## config.mk

```make
export PLATFORM = sky130hd
export DESIGN_NAME = sfp_dom_reader_flat
export DESIGN_NICKNAME = d
export VERILOG_FILES = /design/src/rtl/sfp_dom_reader_if.sv /design/src/rtl/sfp_dom_reader.sv /design/src/flat_wrapper.sv
export SDC_FILE = /design/constraint.sdc
export NUM_CORES = 1
export LEC_CHECK = 0
export ABC_AREA = 1
export ABC_CLOCK_PERIOD_IN_PS = 2200
export BUFFER_PORTS_ARGS = -buffer_cell sky130_fd_sc_hd__buf_2
export CORE_ASPECT_RATIO = 0.9
export CORE_UTILIZATION = 29
export DETAILED_ROUTE_END_ITERATION = 8
export PLACE_DENSITY = 0.5
export SYNTH_ARGS = -nofsm -noshare
export SYNTH_HDL_FRONTEND = slang
export SYNTH_SLANG_ARGS = --single-unit
```

## constraint.sdc

```tcl
create_clock -name clk_i -period 2.2 [get_ports clk_i]
set_clock_uncertainty 0.15 [all_clocks]
set_input_delay 0.33 -clock clk_i [delete_from_list [all_inputs] [get_ports clk_i]]
set_output_delay 0.33 -clock clk_i [all_outputs]
set_load 0.005 [all_outputs]
```

## src/rtl/sfp_dom_reader_if.sv

```systemverilog
// Request/response interface of the SFP DOM reader.
// Requester (master modport): start pulse, 7-bit device address, 8-bit register offset.
// Reader    (slave modport):  busy level, done pulse, ack_err flag, rd_data byte.
interface sfp_dom_reader_if;
   logic       start;
   logic [6:0] dev_addr;
   logic [7:0] reg_addr;
   logic       busy;
   logic       done;
   logic       ack_err;
   logic [7:0] rd_data;

   modport master (
      output start, dev_addr, reg_addr,
      input  busy, done, ack_err, rd_data
   );

   modport slave (
      input  start, dev_addr, reg_addr,
      output busy, done, ack_err, rd_data
   );
endinterface

```

## src/rtl/sfp_dom_reader.sv

```systemverilog
// Single-byte I2C random-read master for an SFP two-wire management interface
// (A0h ID EEPROM at 7'h50, A2h DOM at 7'h51). Open-drain pad control, no
// clock stretching.
// Ports:
//   clk_i     system clock
//   rst_i     synchronous active-high reset
//   req       request/response interface (slave modport)
//   sda_i     SDA pad input, asynchronous
//   sda_oe_o  1 = pull SDA low
//   scl_oe_o  1 = pull SCL low
module sfp_dom_reader #(
   parameter int unsigned CLK_HZ = 100_000_000,
   parameter int unsigned I2C_HZ = 100_000
) (
   input  logic                 clk_i,
   input  logic                 rst_i,
   sfp_dom_reader_if.slave      req,
   input  logic                 sda_i,
   output logic                 sda_oe_o,
   output logic                 scl_oe_o
);

   // Clocks per quarter SCL period; must be at least 2 so the one-cycle
   // registered pad lag stays inside a quarter.
   localparam int unsigned QDIV = CLK_HZ / (4 * I2C_HZ);
   localparam int unsigned QW   = (QDIV > 1) ? $clog2(QDIV) : 1;

   typedef enum logic [3:0] {
      S_IDLE, S_START, S_WR_DEV, S_ACK1, S_WR_REG, S_ACK2, S_RSTART,
      S_WR_DEVR, S_ACK3, S_RD, S_MNACK, S_STOP, S_FIN
   } state_e;

   state_e         state_q;
   logic [QW-1:0]  qcnt_q;
   logic [1:0]     phase_q;
   logic [2:0]     bit_q;
   logic [6:0]     dev_q;
   logic [7:0]     reg_q;
   logic [7:0]     shift_q;
   logic           err_q;
   logic           busy_q;
   logic           done_q;
   logic           ack_err_q;
   logic [7:0]     rd_data_q;
   logic           sda_oe_q;
   logic           scl_oe_q;
   logic           sda_s1_q;
   logic           sda_s2_q;

   logic [7:0]     tx_byte_c;
   logic           scl_oe_d;
   logic           sda_oe_d;
   state_e         slot_next_d;
   logic           qtick_c;
   logic           scl_low_c;

   assign qtick_c   = (qcnt_q == QW'(QDIV - 1));
   assign scl_low_c = (phase_q == 2'd0) || (phase_q == 2'd3);

   // Byte currently being shifted out on a write slot.
   always_comb begin
      tx_byte_c = 8'h00;
      case (state_q)
         S_WR_DEV:  tx_byte_c = {dev_q, 1'b0};
         S_WR_REG:  tx_byte_c = reg_q;
         S_WR_DEVR: tx_byte_c = {dev_q, 1'b1};
         default:   tx_byte_c = 8'h00;
      endcase
   end

   // Pad drive for the current slot/phase; registered one cycle later.
   always_comb begin
      scl_oe_d = 1'b0;
      sda_oe_d = 1'b0;
      case (state_q)
         S_START: begin
            scl_oe_d = (phase_q == 2'd3);
            sda_oe_d = (phase_q >= 2'd2);
         end
         S_RSTART: begin
            scl_oe_d = scl_low_c;
            sda_oe_d = (phase_q >= 2'd2);
         end
         S_WR_DEV, S_WR_REG, S_WR_DEVR: begin
            scl_oe_d = scl_low_c;
            sda_oe_d = ~tx_byte_c[bit_q];
         end
         S_ACK1, S_ACK2, S_ACK3, S_RD, S_MNACK: begin
            scl_oe_d = scl_low_c;
         end
         S_STOP: begin
            scl_oe_d = (phase_q == 2'd0);
            sda_oe_d = (phase_q <= 2'd1);
         end
         default: begin
            scl_oe_d = 1'b0;
            sda_oe_d = 1'b0;
         end
      endcase
   end

   // Slot sequencing; err_q already holds this slot's ACK sample by ph3.
   always_comb begin
      slot_next_d = S_IDLE;
      case (state_q)
         S_START:   slot_next_d = S_WR_DEV;
         S_WR_DEV:  slot_next_d = (bit_q == 3'd0) ? S_ACK1 : S_WR_DEV;
         S_ACK1:    slot_next_d = err_q ? S_STOP : S_WR_REG;
         S_WR_REG:  slot_next_d = (bit_q == 3'd0) ? S_ACK2 : S_WR_REG;
         S_ACK2:    slot_next_d = err_q ? S_STOP : S_RSTART;
         S_RSTART:  slot_next_d = S_WR_DEVR;
         S_WR_DEVR: slot_next_d = (bit_q == 3'd0) ? S_ACK3 : S_WR_DEVR;
         S_ACK3:    slot_next_d = err_q ? S_STOP : S_RD;
         S_RD:      slot_next_d = (bit_q == 3'd0) ? S_MNACK : S_RD;
         S_MNACK:   slot_next_d = S_STOP;
         S_STOP:    slot_next_d = S_FIN;
         default:   slot_next_d = S_IDLE;
      endcase
   end

   // Controller FSM, quarter timebase, SDA synchronizer and registered outputs.
   always_ff @(posedge clk_i) begin
      if (rst_i) begin
         state_q   <= S_IDLE;
         qcnt_q    <= '0;
         phase_q   <= 2'd0;
         bit_q     <= 3'd0;
         dev_q     <= 7'h00;
         reg_q     <= 8'h00;
         shift_q   <= 8'h00;
         err_q     <= 1'b0;
         busy_q    <= 1'b0;
         done_q    <= 1'b0;
         ack_err_q <= 1'b0;
         rd_data_q <= 8'h00;
         sda_oe_q  <= 1'b0;
         scl_oe_q  <= 1'b0;
         sda_s1_q  <= 1'b1;
         sda_s2_q  <= 1'b1;
      end else begin
         sda_s1_q <= sda_i;
         sda_s2_q <= sda_s1_q;
         sda_oe_q <= sda_oe_d;
         scl_oe_q <= scl_oe_d;
         done_q   <= 1'b0;
         case (state_q)
            S_IDLE: begin
               // A start coinciding with the done pulse is dropped.
               if (req.start && !done_q) begin
                  dev_q   <= req.dev_addr;
                  reg_q   <= req.reg_addr;
                  busy_q  <= 1'b1;
                  err_q   <= 1'b0;
                  qcnt_q  <= '0;
                  phase_q <= 2'd0;
                  bit_q   <= 3'd7;
                  state_q <= S_START;
               end
            end
            S_FIN: begin
               done_q    <= 1'b1;
               busy_q    <= 1'b0;
               ack_err_q <= err_q;
               if (!err_q) begin
                  rd_data_q <= shift_q;
               end
               state_q <= S_IDLE;
            end
            default: begin
               if (qtick_c) begin
                  qcnt_q  <= '0;
                  phase_q <= phase_q + 2'd1;
                  if (phase_q == 2'd2) begin
                     if (state_q inside {S_ACK1, S_ACK2, S_ACK3}) begin
                        err_q <= err_q | sda_s2_q;
                     end
                     if (state_q == S_RD) begin
                        shift_q <= {shift_q[6:0], sda_s2_q};
                     end
                  end
                  if (phase_q == 2'd3) begin
                     state_q <= slot_next_d;
                     bit_q   <= (slot_next_d == state_q) ? (bit_q - 3'd1) : 3'd7;
                  end
               end else begin
                  qcnt_q <= qcnt_q + QW'(1);
               end
            end
         endcase
      end
   end

   assign req.busy    = busy_q;
   assign req.done    = done_q;
   assign req.ack_err = ack_err_q;
   assign req.rd_data = rd_data_q;
   assign sda_oe_o    = sda_oe_q;
   assign scl_oe_o    = scl_oe_q;

endmodule
```

## src/flat_wrapper.sv

```systemverilog
// flat-port wrapper written by rule: the top's interface ports become plain ports
module sfp_dom_reader_flat 
#(
   parameter int unsigned CLK_HZ = 100_000_000,
   parameter int unsigned I2C_HZ = 100_000
)
  (clk_i, rst_i, sda_i, sda_oe_o, scl_oe_o, req_start, req_dev_addr, req_reg_addr, req_busy, req_done, req_ack_err, req_rd_data);
  sfp_dom_reader_if req_i ();
  input  logic clk_i;
  input  logic rst_i;
  input  logic sda_i;
  output logic sda_oe_o;
  output logic scl_oe_o;
  input wire logic [$bits(req_i.start)-1:0] req_start;
  input wire logic [$bits(req_i.dev_addr)-1:0] req_dev_addr;
  input wire logic [$bits(req_i.reg_addr)-1:0] req_reg_addr;
  output wire logic [$bits(req_i.busy)-1:0] req_busy;
  output wire logic [$bits(req_i.done)-1:0] req_done;
  output wire logic [$bits(req_i.ack_err)-1:0] req_ack_err;
  output wire logic [$bits(req_i.rd_data)-1:0] req_rd_data;
  assign req_i.start = req_start;
  assign req_i.dev_addr = req_dev_addr;
  assign req_i.reg_addr = req_reg_addr;
  assign req_busy = req_i.busy;
  assign req_done = req_i.done;
  assign req_ack_err = req_i.ack_err;
  assign req_rd_data = req_i.rd_data;
  sfp_dom_reader #(.CLK_HZ(CLK_HZ), .I2C_HZ(I2C_HZ)) u_core (.clk_i(clk_i), .rst_i(rst_i), .req(req_i), .sda_i(sda_i), .sda_oe_o(sda_oe_o), .scl_oe_o(scl_oe_o));
endmodule
```

* Yosys cells after proc, flatten, opt, wreduce, memory -nomap -nowiden *
Cells that the tools add are included.

storage, ports and cells
  flip-flop bits (word level) = 56
  bits of input ports = 19
  output and inout port bits = 13
  logic and storage cells = 107

operators by class
  add/sub/neg operators = 3
  magnitude comparators = 3
  equality and inequality tests = 17
  muxes and demuxes = 36
  bitwise operators = 5
  reductions and logical operators = 27

operator list
  cell                 count
  $pmux 4 s11          1
  $mux 4               6
  $pmux 8 s3           1
  $eq 4x4->1 const B   5
  $eq 4x3->1 const B   4
  $mux 8               2
  $pmux 8 s2           1
  $mux 3               4
  $reduce_bool 2->1    5
  $mux 1               9
  $reduce_bool 3->1    3
  $reduce_or 9->1      1
  $add 8x1->8 const B  1
  $eq 4x2->1 const B   2
  $eq 8x8->1 const B   1
  $mux 2               4
  $pmux 4 s2           1
  $reduce_and 2->1     4
  $reduce_and 4->1     2
  $pmux 1 s3           2
  $pmux 3 s2           1
  $reduce_and 3->1     2
  $reduce_and 5->1     1
  $eq 2x2->1 const B   2
  21 further kinds     26

* Longest topological paths before layout *
  depth after elaboration = 8
  gate-level depth with buffers = 16
  mapped depth without buffers = 15

* Least setup slack after synthesis *
OpenSTA, ideal clock, no wires.

  path type = register -> register
  start point = reg u_core.bit_q[1]
  end point = reg u_core.bit_q[1]
  setup time = 109 ps
  arrival time = 1670 ps
  data required time = 1941 ps
  slack = 271 ps
  cell stages (with the launch flop) = 16
  buffers on the path = 1
  clock period less this slack = 1929 ps
  cells stage by stage = dfxtp_1 -> clkbuf_1 -> inv_1 -> ha_1 -> nand2_1 -> nand2_1 -> nand2_1 -> nor2_1 -> nand2_1 -> nand2_1 -> nand2_1 -> nand2_1 -> nor2_2 -> nand3_1 -> nand2_1 -> inv_1

on the way
  word-level cells in the longest chain between the ends = 8
  elaborated cells between the ends (all ways) = 12
  classes of those cells = add/sub (1); eq/ne (1); mux (9); reduce/logical (1)

RTL lines
  element                         line                   source
  from (decl)                     sfp_dom_reader.sv:36   logic [2:0] bit_q;
  from (signal assigned)          sfp_dom_reader.sv:183  bit_q <= (slot_next_d == state_q) ? (bit_q - 3'd1) : 3'd7;
  $logic_not 3->1                 -
  $mux 2 (tied with other cells)  sfp_dom_reader.sv:114  S_RD: slot_next_d = (bit_q == 3'd0) ? S_MNACK : S_RD;
  $pmux 4 s11                     sfp_dom_reader.sv:105  case (state_q)
  $eq 4x4->1                      sfp_dom_reader.sv:183
  $mux 3 (*)                      sfp_dom_reader.sv:183
  $mux 3 (*)                      sfp_dom_reader.sv:181  if (phase_q == 2'd3) begin
  $mux 3 (*)                      sfp_dom_reader.sv:170  if (qtick_c) begin
  $pmux 3 s2 (*)                  sfp_dom_reader.sv:146  case (state_q)

Mark *: on every way between the ends. The rest lies on a longest branch, timed or not. The select of a mux whose other input is x is not followed.
A chain may end at the register's enable or synchronous reset.

* Worst setup path after layout *
  start point = reg u_core.state_q[2]
  end point = reg u_core.bit_q[0]

on the way
  word-level cells in the longest chain between the ends = 7
  elaborated cells between the ends (all ways) = 24
  classes of those cells = eq/ne (14); mux (5); bitwise (1); reduce/logical (4)

RTL lines
  element                             line                   source
  from (decl)                         sfp_dom_reader.sv:33   state_e state_q;
  from (signal assigned)              sfp_dom_reader.sv:182  state_q <= slot_next_d;
  $eq 4x4->1 (tied with other cells)  sfp_dom_reader.sv:105
  $pmux 4 s11                         sfp_dom_reader.sv:105
  $eq 4x4->1                          sfp_dom_reader.sv:183
  $mux 3                              sfp_dom_reader.sv:183
  $mux 3                              sfp_dom_reader.sv:181
  $mux 3                              sfp_dom_reader.sv:170
  $pmux 3 s2                          sfp_dom_reader.sv:146

Parallel ways exist; a longest one is shown, timed or not. The select of a mux whose other input is x is not followed.

==> run summary <==
The total of buffers placed on input and output ports came out at 31. The number of antenna violations at the first check in global routing is 0. The post-DP HPWL is 5.27 mm.

The clock share of power came out at 0.339. Counting the buffers created by CTS gives 5. Along the worst hold path, the cell count comes to 2.

The average via count per standard cell came out at 4.59. The sequential fraction of the synthesis area is 0.382. The number of flops mapped to enable cells by yosys is 0. The transition time at the pin with the least slew margin is 0.511 ns. The commonest cells after synthesis are sky130_fd_sc_hd__nand2_1 (80), sky130_fd_sc_hd__nor2_1 (57), sky130_fd_sc_hd__dfxtp_1 (56). Setup repair after global routing left no endpoint under its margin. The quantity of hold-fixing buffers added after cts is 0. The net count of the finished layout is 489. The area added between synthesis and finish came out at 19.2%. IR analysis of the VDD net gives a maximum drop of 0.285 mV. The final count of hold timing violations came out at 0. The run finished with clean final reports. The tightest slew margin relative to the limit came out at 0.659. Among all flip-flop cells after synthesis, the most frequent one is sky130_fd_sc_hd__dfxtp_1.

The number of antenna-violating nets in the routed design came out at 0. By area the synthesized netlist is led by sky130_fd_sc_hd__dfxtp_1 (38%), sky130_fd_sc_hd__nand2_1 (10%), sky130_fd_sc_hd__nor2_1 (7.3%), sky130_fd_sc_hd__a21oi_1 (6.3%), sky130_fd_sc_hd__o21ai_0 (6.3%). Yosys instantiated no cell more often than sky130_fd_sc_hd__nand2_1. The mean cell area of the mapped netlist is 7.13 um^2.

After routing, the total negative slack on setup checks comes to 0 ns. The synthesized netlist occupies a cell area of 2940 um^2. At the worst endpoint, the arrival time is 2.14 ns.

Dividing the detail-routed wire length by the instance count gives 12.2 um. The final clock period utilization by the worst path came out at 0.938. The number of rows created at floorplan is 34. The count of pins over their slew limit is 0.

Routability-driven placement finished with a final weighted congestion of 0.883. The fraction of registers with async set/reset is 0. The worst-path maximum fanout came out at 9.

The number of instances in the synthesized netlist came out at 412. The total leakage power is 1.59 nW. During synthesis, Yosys emitted a total of 0 warnings.

The via count is 2679. The worst setup path is launched from a register. Max-cap violations in this run came to 0. The net count after synthesis is 444. The via count of the first global-routing pass is 2528. The share of final-layout standard cells stronger than drive strength 1 is 0.201. The synthesized design contains 56 register bits. The achievable frequency is 0.485 GHz. The class of the most critical setup path is register to register. The worst register-to-register path ends at u_core.bit_q[0]. The worst setup path is captured at a register. The depth of the most critical reg-to-reg path is 12. Entering global routing, the biggest net connects 22 pins.

The internal power is 1.52 mW. The cell sitting at the root of the clock tree is a sky130_fd_sc_hd__clkbuf_8. Wires add up to 7.11 mm. TritonCTS built the clock tree. The final critical delay including setup and external delays came out at 2.06 ns.

The clock insertion delay at the later pin of the skew report is 0.32 ns. The total inserted antenna cells came out at 0. The portion of total power attributed to sequential cells came out at 0.512. The net switching power of the design came out at 610 uW. The area enclosed by the die boundary came out at 10500 um^2.

The die height is 97.5 um. The register clock-pin slew on the reported worst setup and hold paths is 0.11 ns. The x dimension of the die came out at 108 um. In this run the standard cell core region covers 9740 um^2. The net switching share of the total power came out at 0.286. The total congestion overflow after global routing is 0. The type of the most critical hold path is input port to register. The maximum clock path buffer count came out at 2. The H-tree depth is 2. In this run, distinct cell masters in the synthesized netlist total 40.

Setup violations remaining at the end of the flow were counted as 0. The number of ports placed on the die boundary is 32. The worst endpoint required time is 2.27 ns.

The worst reg2reg path startpoint is u_core.state_q[2]. The worst slack at placement came out at 0.0499 ns. Dividing total power by cell area gives a power density of 608 nW/um^2. The synthesized design spends more area on one cell type than any other, namely sky130_fd_sc_hd__dfxtp_1.

The proportion of power drawn by combinational gates came out at 0.149. In this run the most critical hold path is launched from sda_i. The residual DRC count is 0.

Across every metal layer, demand over resource in global routing totals 0.144. The wire length of the first global-routing pass came out at 12.1 mm. For this run, the detailed router's first-pass iteration total came to 4. The worst-case register-to-register setup slack is 0.14 ns. For hold timing, the worst endpoint is u_core.sda_s1_q. The top cell type's share of synthesized area came out at 0.382. The initial utilization of the core area, before any placement, comes to 0.302. The DRC violation total after the first TritonRoute iteration is 92. The number of clock sinks seen by CTS is 56.

The setup slack after layout came out at 0.137 ns.
## power groups by stage
| stage | Clock (mW) | Combinational (mW) | Sequential, mW |
|---|---|---|---|
| floorplan | 0 | 0.220 | 1.10 |
| global placement | 0 | 0.311 | 1.12 |
| detailed placement | 0 | 0.314 | 1.11 |
| CTS | 0.747 | 0.315 | 1.09 |
| global route | 0.781 | 0.362 | 1.10 |
| finish | 0.723 | 0.317 | 1.09 |
## worst max-delay path: stages (launching register included)
cell                         delay [ns]
sky130_fd_sc_hd__dfxtp_4           0.42
sky130_fd_sc_hd__clkinvlp_4        0.17
sky130_fd_sc_hd__ha_4              0.22
sky130_fd_sc_hd__inv_2             0.12
sky130_fd_sc_hd__nor2_8            0.08
sky130_fd_sc_hd__o21ai_4           0.11
sky130_fd_sc_hd__nand2_8           0.11
sky130_fd_sc_hd__inv_2             0.11
sky130_fd_sc_hd__o21ai_2           0.11
sky130_fd_sc_hd__nor3_1            0.15
sky130_fd_sc_hd__nand3_1           0.09
sky130_fd_sc_hd__nand2_1           0.06
sky130_fd_sc_hd__inv_1             0.04
## through the flow
step | instance area, um^2 | power (mW) | util | hold WS [ns] | instances
3_3_place_gp | 3320 | 1.43 | 0.340 | 0.252 | 575
4_1_cts | 3430 | 2.15 | 0.352 | 0.0372 | 583
5_1_grt | 3500 | 2.24 | 0.359 | 0.0554 | 584
6_report | 3500 | 2.13 | 0.359 | 0.0402 | 584
3_5_place_dp | 3320 | 1.43 | 0.340 | 0.253 | 575
2_1_floorplan | 2940 | 1.32 | - | 0.239 | 412
## final cells by class
cell class / instances / area (um^2)
Clock buffer: 5 / 68.8
Clock inverter: 3 / 46.3
Fill cell: 1019 / 6240
Inverter: 50 / 194
Multi-Input combinational cell: 296 / 1630
Sequential cell: 56 / 1130
Tap cell: 126 / 158
Timing Repair Buffer: 48 / 283
## worst max-delay path by stage
stage / from / to / slack (ns) / depth (start not counted)
after detailed placement: u_core.state_q[2] / u_core.bit_q[0] / 0.05 / 12
after CTS: u_core.state_q[2] / u_core.bit_q[0] / 0.02 / 12
after global placement: u_core.state_q[2] / u_core.bit_q[2] / 0.08 / 12
after global routing: u_core.state_q[3] / u_core.bit_q[2] / 0.02 / 15
final: u_core.state_q[2] / u_core.bit_q[0] / 0.14 / 12
after floorplan: u_core.bit_q[1] / u_core.bit_q[1] / 0.27 / 15
## state kept, by name, indices dropped and copies added, names as in the netlist
register,flops
u_core.state_q,4
u_core.req.busy,1
u_core.sda_oe_o,1
u_core.sda_s1_q,1
u_core.req.done,1
u_core.qcnt_q,8
u_core.phase_q,2
u_core.req.ack_err,1
u_core.bit_q,3
u_core.scl_oe_o,1
u_core.dev_q,7
u_core.err_q,1
u_core.req.rd_data,8
u_core.reg_q,8
u_core.sda_s2_q,1
u_core.shift_q,8
## cells by family (layout without fill, tap and decap cells)
logic type | after synthesis | count (layout) | share of synthesized area
AO/OA/AOI/OAI | 88 | 88 | 0.170
AND/OR/NAND/NOR | 193 | 193 | 0.304
adder cells (fa/ha/maj) | 13 | 13 | 0.0554
flip-flops | 56 | 56 | 0.382
XOR/XNOR | 2 | 2 | 0.00596
buffers and inverters | 60 | 106 | 0.0830
## per-layer routing
| layer | GRT usage | routed length (um) |
|---|---|---|
| met5 | 0 | 0 |
| met4 | 0.0411 | 70 |
| met3 | 0.0248 | 272 |
| met2 | 0.211 | 2960 |
| met1 | 0.211 | 3800 |
## placed cells by master, fill, tap and decap left out, drive strengths merged, types with 2 or more instances in the layout
cell / instances
ha: 13
inv: 50
o21bai: 2
nor3: 4
o21a: 2
buf: 48
nand4: 4
clkbuf: 5
nor2: 63
a21oi: 38
nand2: 85
nand3: 32
or2: 4
o21ai: 40
dfxtp: 56
xor2: 2
## what timing repair did
action	4_1_cts	5_1_grt
buffers inserted	0	1
resized for setup	0	14
endpoints found under the setup margin	0	33
Note: power is estimated with default switching activity, not from simulation.
